**config.mk**
```make
export PLATFORM = sky130hd
export DESIGN_NAME = uart_avm_arbiter
export DESIGN_NICKNAME = d
export VERILOG_FILES = /design/src/rtl/uart_avm_arbiter.sv
export SDC_FILE = /design/constraint.sdc
export NUM_CORES = 1
export LEC_CHECK = 0
export CORE_MARGIN = 2
export CORE_UTILIZATION = 28
export DETAILED_ROUTE_END_ITERATION = 10
export PLACE_DENSITY = 0.84
export RECOVER_POWER = 100
export SLEW_MARGIN = 20
export SYNTH_ARGS = -nofsm -noshare
export SYNTH_HDL_FRONTEND = slang
export SYNTH_SLANG_ARGS = --single-unit
```
**constraint.sdc**
```tcl
create_clock -name avm_clk -period 1.9 [get_ports avm_clk]
set_input_delay 0.38 -clock avm_clk [delete_from_list [all_inputs] [get_ports avm_clk]]
set_output_delay 0.38 -clock avm_clk [all_outputs]
set_load 0.02 [all_outputs]
```
**src/rtl/uart_avm_arbiter.sv**
```systemverilog
// Round-robin arbiter sharing the UART core's Avalon-MM slave port between the
// image loader (m0, read-only) and the result sender (m1, read/write).
module uart_avm_arbiter #(
    parameter int ADDR_W      = 5,
    parameter int DATA_W      = 32,
    parameter int TIMEOUT_CYC = 1024
) (
    input  logic              avm_clk,
    input  logic              avm_rst,
    input  logic [ADDR_W-1:0] m0_address,
    input  logic              m0_read,
    output logic [DATA_W-1:0] m0_readdata,
    output logic              m0_waitrequest,
    input  logic [ADDR_W-1:0] m1_address,
    input  logic              m1_read,
    input  logic              m1_write,
    input  logic [DATA_W-1:0] m1_writedata,
    output logic [DATA_W-1:0] m1_readdata,
    output logic              m1_waitrequest,
    output logic [ADDR_W-1:0] avm_address,
    output logic              avm_read,
    output logic              avm_write,
    output logic [DATA_W-1:0] avm_writedata,
    input  logic [DATA_W-1:0] avm_readdata,
    input  logic              avm_waitrequest,
    output logic              timeout
);

    // state | meaning
    // IDLE  | no owner; slave outputs zero, both masters stalled, arbitrate
    // BUSY  | r_grant owns the slave until completion, abort or timeout
    localparam logic [0:0] ST_IDLE = 1'b0;
    localparam logic [0:0] ST_BUSY = 1'b1;

    // Counter only needs to reach TIMEOUT_CYC-1; it saturates at all-ones.
    localparam int             TW      = (TIMEOUT_CYC > 1) ? $clog2(TIMEOUT_CYC) : 1;
    localparam logic [TW-1:0]  TC_LAST = TW'(TIMEOUT_CYC - 1);
    localparam bit             TO_EN   = (TIMEOUT_CYC != 0);

    logic [0:0]    r_state;
    logic          r_grant;
    logic          r_prio;
    logic [TW-1:0] r_tcnt;
    logic          r_timeout;

    logic w_m0_req;
    logic w_m1_req;
    logic w_m1_rd;
    logic w_busy;
    logic w_gnt_req;
    logic w_done;
    logic w_tout;
    logic w_next_gnt;

    // A simultaneous m1 read+write is treated as a write.
    assign w_m0_req   = m0_read;
    assign w_m1_req   = m1_read | m1_write;
    assign w_m1_rd    = m1_read & ~m1_write;
    assign w_busy     = (r_state == ST_BUSY);
    assign w_gnt_req  = r_grant ? w_m1_req : w_m0_req;
    assign w_done     = w_busy && w_gnt_req && !avm_waitrequest;
    assign w_tout     = TO_EN && w_busy && w_gnt_req && avm_waitrequest && (r_tcnt == TC_LAST);
    assign w_next_gnt = (w_m0_req && w_m1_req) ? r_prio : w_m1_req;

    always_ff @(posedge avm_clk or posedge avm_rst) begin
        if (avm_rst) begin
            r_state   <= ST_IDLE;
            r_grant   <= 1'b0;
            r_prio    <= 1'b0;
            r_tcnt    <= '0;
            r_timeout <= 1'b0;
        end else begin
            r_timeout <= w_tout;
            case (r_state)
                ST_IDLE: begin
                    if (w_m0_req || w_m1_req) begin
                        r_state <= ST_BUSY;
                        r_grant <= w_next_gnt;
                        r_tcnt  <= '0;
                    end
                end
                ST_BUSY: begin
                    // An abort leaves prio alone; completion and timeout hand it over.
                    if (!w_gnt_req) begin
                        r_state <= ST_IDLE;
                    end else if (w_done || w_tout) begin
                        r_state <= ST_IDLE;
                        r_prio  <= ~r_grant;
                    end else if (r_tcnt != '1) begin
                        r_tcnt <= r_tcnt + 1'b1;
                    end
                end
                default: r_state <= ST_IDLE;
            endcase
        end
    end

    always_comb begin
        avm_address   = '0;
        avm_read      = 1'b0;
        avm_write     = 1'b0;
        avm_writedata = '0;
        if (w_busy) begin
            if (r_grant) begin
                avm_address   = m1_address;
                avm_read      = w_m1_rd;
                avm_write     = m1_write;
                avm_writedata = m1_writedata;
            end else begin
                avm_address   = m0_address;
                avm_read      = m0_read;
            end
        end
    end

    assign m0_waitrequest = !(w_busy && !r_grant) || avm_waitrequest;
    assign m1_waitrequest = !(w_busy && r_grant) || avm_waitrequest;
    assign m0_readdata    = avm_readdata;
    assign m1_readdata    = avm_readdata;
    assign timeout        = r_timeout;

endmodule

```
==> reports/metrics.yaml, run 1 <==
status: "completed"
use_met3_pct: 5.393
viasPerCell: 4.771
grt_start_max_net_pins: 37
critPathLaunchType: "primary input"
hold_path.class: "reg2reg"
antenna_found_initial: 0
critPathRequiredTime_ns: 1.52
finalNetCount: 312
synth_cell_types: 35
cp_slowest_cell: "dlygate4sd3_1"
detail_route.wl_per_cell_um: 14.19
p_leak_nw: 1.096
design_power_total_mw: 2.374
drv_cap: 0
htreeDepth: 1
clk_path_buf_depth: 2
finalSetupTns_ns: 0
drv_slew: 0
grt.met1_usage_pct: 13.40
busiest_layer: "met2"
final.setup_skew_ns: 0.001517
drt_iter0_markers: 73
setup_viol: 0
gp_congestion: 0.7802
synth-seq-cells: 14
start_util_pct: 29.36
syn_nets: 285
grt_overflow: 0
n_antenna_cell: 0
die_w_um: 80.45
relSlewSlack_pct: 63.48
vdd_drop_max_mv: 0.6420
place_area_mm2: 0.002175
worstMarginPinSlew_ns: 0.5471
crit_path_end_kind: "output pin"
die_h_um: 80.45
post_cts_buffers: 0
netlist.area_leader.share_pct: 29.36
post-route-drc-count: 0
grt_pass1_vias: 1339
holdBufCountCts: 0
yosys_warnings: 0
grt.total_usage_pct: 12.81
cts_sinks: 14
cpPeakStageDelay_ns: 0.57
period_needed_ns: 1.844
vias: 1436
path_clk_slew_ns: 0.05
core-area_mm2: 0.005574
fp-row-count: 27
ant_nets: 0
cts_tree: "done"
die_area_mm2: 0.006472
synth_area_leaders: "buf_4, dfrtp_1, and3_1, mux2i_1, a31oi_2"
seq_area_frac_synth_pct: 21.41
drive_gt1_share_pct: 9.607
arrival_ns: 1.46
critical_path_class: "in2out"
totalWireLength_mm: 4.272
hold_violations: 0
firstDrtPassIters: 5
clk_latency_ns: 0.24
syn-cell-area_mm2: 0.001637
min_period_over_period_pct: 97.07
grt_util_met2_pct: 22.25
dp.final_hpwl_mm: 3.319
num_io_pins: 186
yosysTopAreaCell: "buf_4"
final_area_mm2: 0.002171
num-fill-cells: 578
grt_pass1_wl_mm: 6.665
syn_to_final_growth_pct: 32.65
fmax_mhz: 542.2
syn_inst: 204
grt_setup_unrepaired: "no"
critPathMaxFanout: 3
path_cells: "dlygate4sd3_1 -> nand3b_1 -> dlygate4sd2_1"
postSynthAreaPerCell_um2: 8.022
power.density_mw_per_mm2: 1094
utilization_pct: 38.95
portBuffers: 89
cts-root-buf: "clkbuf_8"
cts-buffers-inserted: 3
[layer usage]
| metal | part of all wire [%] | vias up |
|---|---|---|
| li1 | - | 685 |
| met5 | 0 | - |
| met1 | 36 | 657 |
| met4 | 3.2 | 0 |
| met3 | 12 | 19 |
| met2 | 48 | 75 |
[final timing paths]
check	from	endpoint	slack (ns)	cells past startpoint
setup / recovery	avm_waitrequest	m1_waitrequest	0.06	3
hold / removal	r_tcnt[0]	r_tcnt[0]	0.51	1
setup reg to reg	r_tcnt[0]	r_tcnt[2]	0.20	5
hold reg to reg	r_tcnt[0]	r_tcnt[0]	0.51	1
max in group asynchronous	avm_rst	r_tcnt[4]	0.91	2
min in group asynchronous	avm_rst	r_tcnt[9]	0.63	2
[where the power goes]
| group | internal (mW) | total, mW | switching, mW | leakage, nW |
|---|---|---|---|---|
| Combinational | 0.739 | 1.69 | 0.955 | 0.888 |
| Sequential | 0.363 | 0.439 | 0.0759 | 0.187 |
| Clock | 0.140 | 0.241 | 0.101 | 0.0216 |
[registers in the layout (all words and copies together) (netlist names)]
register and count:
r_state 1, r_prio 1, timeout 1, r_tcnt 10
r_grant 1
[cells by family (layout without fill, tap and decap cells)]
kind of cell,after synthesis,after routing,share of synthesized area (%)
muxes,7,7,4.282
AOI/OAI and AO/OA,29,29,14.45
DFF,14,14,21.41
and+or+nand+nor,68,68,23.85
adders and majority gates,1,1,0.7644
buffers and inverters,85,110,35.24
[cell usage in the layout (no fill, tap or decap), types with 2 or more instances in the layout]
master / Yosys / layout
clkdlybuf4s50_1: 0 / 45
dlygate4sd2_1: 0 / 40
and3_1: 33 / 33
dfrtp_1: 14 / 14
nand2_1: 8 / 8
o21ai_0: 6 / 8
nor2_1: 7 / 7
mux2i_1: 7 / 7
inv_1: 7 / 7
nor2b_1: 6 / 6
buf_4: 64 / 5
nand4_1: 4 / 4
a31oi_2: 4 / 4
a21oi_1: 4 / 4
clkbuf_8: 0 / 3
dlygate4sd3_1: 0 / 3
o21a_1: 2 / 2
nor3_1: 2 / 2
nand3_1: 2 / 2
nand2b_1: 2 / 2
o221ai_1: 1 / 2
clkbuf_2: 0 / 2
buf_12: 0 / 2
[timing repair]
action | 4_1_cts | 5_1_grt
setup endpoints to repair | 41 | 7
pin swaps | 0 | 0
resized for setup | 45 | 3
gates cloned | 0 | 0
[metrics by stage]
step | std cells | hold slack, ns | setup slack [ns]
after floorplan | 204 | 0.2692 | 0.2296
after global placement | 298 | 0.4956 | -0.2178
after detailed placement | 298 | 0.5066 | -0.2667
after CTS | 301 | 0.5130 | 0.001418
after global routing | 301 | 0.5293 | 0.02418
final | 301 | 0.5107 | 0.05576
[critical path: cells and delay by family]
family	cells	cell delay (ns)
simple gates	1	0.18
buf+inv	2	0.90
[layout make-up]
class	count	area [um2]	share of cell area (%)
Sequential cell	14	350.3	16.14
Clock buffer	3	41.29	1.902
Multi-Input combinational cell	105	714.4	32.91
Tap cell	72	90.09	4.150
Timing Repair Buffer	100	948.4	43.69
Inverter	7	26.28	1.210
[synth_stat cells]
library cell / instances
and3_1: 33
nand3_2: 1
inv_1: 7
nand3b_1: 1
a2bb2oi_2: 1
o21ai_1: 3
o22ai_1: 1
o21ai_0: 6
dfrtp_1: 14
a31oi_2: 4
buf_1: 1
nand2_1: 8
o211ai_1: 1
o2bb2ai_2: 2
a21boi_0: 1
ha_1: 1
buf_2: 2
buf_4: 64
o221ai_2: 1
o21a_1: 2
buf_6: 2
o211a_1: 1
or3_1: 1
nor2b_1: 6
and3b_1: 1
clkbuf_1: 9
o221ai_1: 1
nor3_1: 2
mux2i_1: 7
a31oi_1: 1
nand3_1: 2
nor2_1: 7
nand2b_1: 2
a21oi_1: 4
nand4_1: 4
Note: power is estimated with default switching activity, not from simulation.
==> run 2: changes to the inputs <==
--- a/config.mk
+++ b/config.mk
@@ -5,11 +5,14 @@
 export SDC_FILE = /design/constraint.sdc
 export NUM_CORES = 1
 export LEC_CHECK = 0
+export CORE_ASPECT_RATIO = 0.7
 export CORE_MARGIN = 2
 export CORE_UTILIZATION = 28
 export DETAILED_ROUTE_END_ITERATION = 10
 export PLACE_DENSITY = 0.84
 export RECOVER_POWER = 100
+export SETUP_SLACK_MARGIN = 0.4
+export SKIP_LAST_GASP = 1
 export SLEW_MARGIN = 20
 export SYNTH_ARGS = -nofsm -noshare
 export SYNTH_HDL_FRONTEND = slang
==> reports/metrics.yaml, run 2 (synthesis gave the netlist of run 1 again) <==
relSlewSlack_pct: 61.68  # was 63.48%
reg2reg_to: "r_tcnt[6]"  # was r_tcnt[2]
hold_violations: 0  # unchanged
viasPerCell: 4.861  # was 4.771
rrSetupSlack_ns: 0.17  # was 0.20 ns
gp_congestion: 0.8156  # was 0.7802
die_w_um: 95.38  # was 80.45 um
core-area_mm2: 0.005669  # was 0.005574 mm2
grt_start_max_net_pins: 30  # was 37
start_util_pct: 28.87  # was 29.36%
drive_gt1_share_pct: 30.71  # was 9.607%
cts_tree: "done"  # unchanged
min_delay_path_depth: 1  # unchanged
cts_sinks: 14  # unchanged
grt_setup_unrepaired: "yes"  # was no
min_period_over_period_pct: 94.18  # was 97.07%
htreeDepth: 1  # unchanged
cts-buffers-inserted: 3  # unchanged
hold_path.class: "reg2reg"  # unchanged
critPathRequiredTime_ns: 1.52  # about the same
final_common_cell: "clkdlybuf4s50_1"  # unchanged
period_needed_ns: 1.789  # was 1.844 ns
totalWireLength_mm: 4.952  # was 4.272 mm
vias: 1536  # was 1436
design_power_total_mw: 2.916  # was 2.374 mW
drv_slew: 0  # unchanged
syn_to_final_growth_pct: 49.62  # was 32.65%
dp.final_hpwl_mm: 3.189  # was 3.319 mm
drv_cap: 0  # unchanged
ant_nets: 0  # unchanged
path_clk_slew_ns: 0.06  # was 0.05 ns
hold-path-endpoint: "r_tcnt[7]"  # was r_tcnt[0]
crit_path_end_kind: "output pin"  # unchanged
firstDrtPassIters: 4  # was 5
num_io_pins: 186  # unchanged
critPathLaunchType: "flop"  # was primary input
vdd_drop_max_mv: 0.5389  # was 0.6420 mV
die_h_um: 67.97  # was 80.45 um
power.density_mw_per_mm2: 1191  # was 1094 mW/mm2
largest_register_ffs: 10  # unchanged
grt_pass1_vias: 1571  # was 1339
clk_latency_ns: 0.25  # was 0.24 ns
fmax_mhz: 558.8  # was 542.2 MHz
worst-r2r-cell-count: 5  # unchanged
whs_ns: 0.5394  # was 0.5107 ns
cts-root-buf: "clkbuf_8"  # unchanged
regToRegStartpoint: "r_tcnt[1]"  # was r_tcnt[0]
fp-row-count: 23  # was 27
clk_path_buf_depth: 2  # unchanged
grt_pass1_wl_mm: 7.679  # was 6.665 mm
arrival_ns: 1.41  # was 1.46 ns
antenna_found_initial: 0  # unchanged
worstMarginPinSlew_ns: 0.5741  # was 0.5471 ns
die_area_mm2: 0.006482  # was 0.006472 mm2
hold_start: "r_tcnt[7]"  # was r_tcnt[0]
detail_route.wl_per_cell_um: 15.67  # was 14.19 um
post-route-drc-count: 0  # unchanged
drt_iter0_markers: 31  # was 73
portBuffers: 89  # unchanged
status: "completed"  # unchanged
final.setup_skew_ns: 0.0008034  # was 0.001517 ns
grt.total_usage_pct: 15.20  # was 12.81%
critPathMaxFanout: 14  # was 3
setup_viol: 0  # unchanged
largest-register: "r_tcnt"  # unchanged
n_antenna_cell: 0  # unchanged
holdBufCountCts: 0  # unchanged
p_leak_nw: 1.101  # was 1.096 nW
grt_overflow: 0  # unchanged
finalNetCount: 323  # was 312
critical_path_class: "reg2out"  # was in2out
final_cell_mix: "clkdlybuf4s50_1, and3_1, clkdlybuf4s15_2, buf_4, dfrtp_1"  # was clkdlybuf4s50_1, dlygate4sd2_1, and3_1
==> run 2: timing repair <==
item	4_1_cts	5_1_grt
gates cloned	3	1
buffers inserted	6	2
setup endpoints to repair	54	53
pin swaps	13	5
resized for setup	187	7
==> run 2: per-layer routing <==
metal | vias up | global-route usage [%] | part of all wire (%)
li1 | 710 | - | -
met1 | 733 | 16.92 | 38
met3 | 5 | 4.846 | 10
met5 | - | 0 | 0
met2 | 88 | 29.14 | 51
met4 | 0 | 2.321 | 0.65
==> run 2: worst max-delay path by stage <==
stage,startpoint,to,depth (start not counted)
finish,r_state,avm_writedata[23],3
detailed placement,m1_write,avm_read,4
global placement,m0_read,avm_read,4
CTS,r_grant,avm_writedata[24],3
floorplan,r_tcnt[0],r_tcnt[9],7
global route,r_state,avm_writedata[19],3
==> run 2: cell type report <==
cell class	instances	area [um2]
sequential	14	351.6
tap	75	93.84
fill	561	3221
multi-input combinational	106	807.0
timing repair buffer	110	1115
clock buffer	4	55.05
inverter	7	26.28
==> run 2: stage by stage <==
stage                     instance area (um2)  setup TNS [ns]  util [%]  std cells  setup slack, ns
after detailed placement                 2198          -3.788     38.78        300          -0.2420
after CTS                                2522               0     44.49        313           0.1467
final                                    2449               0     43.19        316           0.1106
after global routing                     2449               0     43.19        316          0.05449
after floorplan                          1667               0         -        204           0.2392
after global placement                   2198          -2.880     38.78        300          -0.2200
==> run 2: worst max-delay path: stages (launching register included) <==
cell and delay (ns):
dfrtp_1 0.48, buf_16 0.17, and3_1 0.15, dlygate4sd2_1 0.35
==> run 2: report_power, final <==
group | internal, mW | switching, mW
combinational | 1.06 | 1.10
clock | 0.184 | 0.117
sequential | 0.365 | 0.0848
==> run 3: changes to the inputs <==
--- a/config.mk
+++ b/config.mk
@@ -5,7 +5,7 @@
 export SDC_FILE = /design/constraint.sdc
 export NUM_CORES = 1
 export LEC_CHECK = 0
-export CORE_ASPECT_RATIO = 0.7
+export CORE_ASPECT_RATIO = 0.75
 export CORE_MARGIN = 2
 export CORE_UTILIZATION = 28
 export DETAILED_ROUTE_END_ITERATION = 10
==> reports/metrics.yaml, run 3 (synthesis gave the netlist of run 1 again) <==
syn_to_final_growth_pct: 59.33  # was 49.62%
fmax_mhz: 560.8  # was 558.8 MHz
final_cell_mix: "clkdlybuf4s50_1, buf_6, and3_4"  # was clkdlybuf4s50_1, and3_1, clkdlybuf4s15_2, buf_4, dfrtp_1
drt_iter0_markers: 104  # was 31
crit_path_end_kind: "output pin"  # unchanged
num_io_pins: 186  # unchanged
hold_violations: 0  # unchanged
worstMarginPinSlew_ns: 0.5799  # was 0.5741 ns
cts-root-buf: "clkbuf_8"  # unchanged
power.density_mw_per_mm2: 1314  # was 1191 mW/mm2
die_h_um: 70.21  # was 67.97 um
die_area_mm2: 0.006479  # was 0.006482 mm2
antenna_found_initial: 0  # unchanged
status: "completed"  # unchanged
largest_register_ffs: 10  # unchanged
arrival_ns: 1.40  # was 1.41 ns
n_antenna_cell: 0  # unchanged
totalWireLength_mm: 5.877  # was 4.952 mm
firstDrtPassIters: 4  # unchanged
min_period_over_period_pct: 93.85  # was 94.18%
finalSetupTns_ns: 0  # unchanged
final.setup_skew_ns: 0.005722  # was 0.0008034 ns
vdd_drop_max_mv: 0.5203  # was 0.5389 mV
portBuffers: 89  # unchanged
clk_path_buf_depth: 2  # unchanged
core-area_mm2: 0.005736  # was 0.005669 mm2
register_area_um2: 351.6  # unchanged
drv_cap: 0  # unchanged
die_w_um: 92.28  # was 95.38 um
layout.cells.non_filler: 328  # was 316
start_util_pct: 28.53  # was 28.87%
critical_path_class: "reg2out"  # unchanged
finalNetCount: 332  # was 323
gp_congestion: 0.7753  # was 0.8156
num-fill-cells: 525  # was 561
cts-buffers-inserted: 3  # unchanged
ant_nets: 0  # unchanged
grt_start_max_net_pins: 37  # was 30
cts_tree: "done"  # unchanged
path_clk_slew_ns: 0.07  # was 0.06 ns
grt_pass1_vias: 1580  # was 1571
largest-register: "r_tcnt"  # unchanged
multiInputGateArea_um2: 869.6  # was 807.0 um2
clk_latency_ns: 0.25  # about the same
post-route-drc-count: 0  # unchanged
critPathMaxFanout: 6  # was 14
fp-row-count: 24  # was 23
critPathRequiredTime_ns: 1.52  # about the same
relSlewSlack_pct: 61.30  # was 61.68%
final_common_cell: "clkdlybuf4s50_1"  # unchanged
detail_route.wl_per_cell_um: 17.92  # was 15.67 um
hold_path.class: "reg2reg"  # unchanged
cts_sinks: 14  # unchanged
p_leak_nw: 1.142  # was 1.101 nW
dpl.cell_count: 307  # was 300
vias: 1577  # was 1536
dp.final_hpwl_mm: 3.498  # was 3.189 mm
viasPerCell: 4.808  # was 4.861
drv_slew: 0  # unchanged
grt.total_usage_pct: 16.45  # was 15.20%
grt_pass1_wl_mm: 8.404  # was 7.679 mm
period_needed_ns: 1.783  # was 1.789 ns
grt_setup_unrepaired: "yes"  # unchanged
setup_viol: 0  # unchanged
htreeDepth: 1  # unchanged
critPathLaunchType: "flop"  # unchanged
grt_overflow: 0  # unchanged
drive_gt1_share_pct: 44.40  # was 30.71%
==> run 3: cell types whose count changed in the layout (fill, tap and decap cells not counted), sizes merged <==
| cell | before | now |
|---|---|---|
| buf | 27 | 55 |
| clkbuf | 10 | 20 |
| clkdlybuf4s15 | 22 | 0 |
| clkdlybuf4s50 | 42 | 43 |
| dlygate4sd2 | 12 | 4 |
==> run 3: path summary, 6_finish.rpt <==
kind / startpoint / endpoint / slack [ns] / cells past startpoint
max: r_state / avm_address[3] / 0.12 / 3
min reg2reg: r_prio / r_prio / 0.53 / 2
max in group asynchronous: avm_rst / r_tcnt[4] / 0.86 / 2
min in group asynchronous: avm_rst / r_tcnt[1] / 0.62 / 2
min: r_prio / r_prio / 0.53 / 2
max reg2reg: r_state / r_tcnt[2] / 0.18 / 5
==> run 3: critical path: stages (launching register included) <==
cell and delay (ns):
dfrtp_1 0.48, clkbuf_1 0.30, nor2b_2 0.19, buf_2 0.17
==> run 3: layout make-up <==
class / instances / area share [%]
clock buffer: 4 / 2.111
inverter: 7 / 1.008
multi-input combinational: 106 / 33.35
sequential: 14 / 13.48
tap: 78 / 3.743
timing repair buffer: 119 / 46.31
==> run 3: routing by layer <==
metal,track usage [%],wire length (um)
met5,0,0
met4,4.146,90
met3,5.609,449
met2,27.61,2887
met1,20.29,2449
==> run 3: metrics by stage <==
| stage | util, % | hold WS (ns) | instance area, um2 | total power [mW] | setup WS (ns) |
|---|---|---|---|---|---|
| after floorplan | - | 0.2692 | 1667 | 1.711 | 0.2392 |
| after global placement | 38.92 | 0.4934 | 2232 | 2.354 | -0.2259 |
| after detailed placement | 38.92 | 0.5250 | 2232 | 2.399 | -0.2317 |
| after CTS | 43.67 | 0.5076 | 2505 | 3.112 | 0.1555 |
| after global routing | 45.46 | 0.5679 | 2608 | 3.578 | 0.07786 |
| final | 45.46 | 0.5347 | 2608 | 3.425 | 0.1169 |
==> run 3: what timing repair did <==
item / 4_1_cts / 5_1_grt
buffers inserted: 4 / 6
hold buffers: 0 / 0
gates cloned: 4 / 3
pin swaps: 10 / 2
gates resized for setup: 240 / 40
setup endpoints to repair: 54 / 52
==> run 3: where the power goes <==
part,leakage [nW],total (mW),switching (mW),internal [mW]
sequential,0.185,0.451,0.0888,0.362
clock,0.0288,0.302,0.118,0.184
combinational,0.928,2.67,1.27,1.40
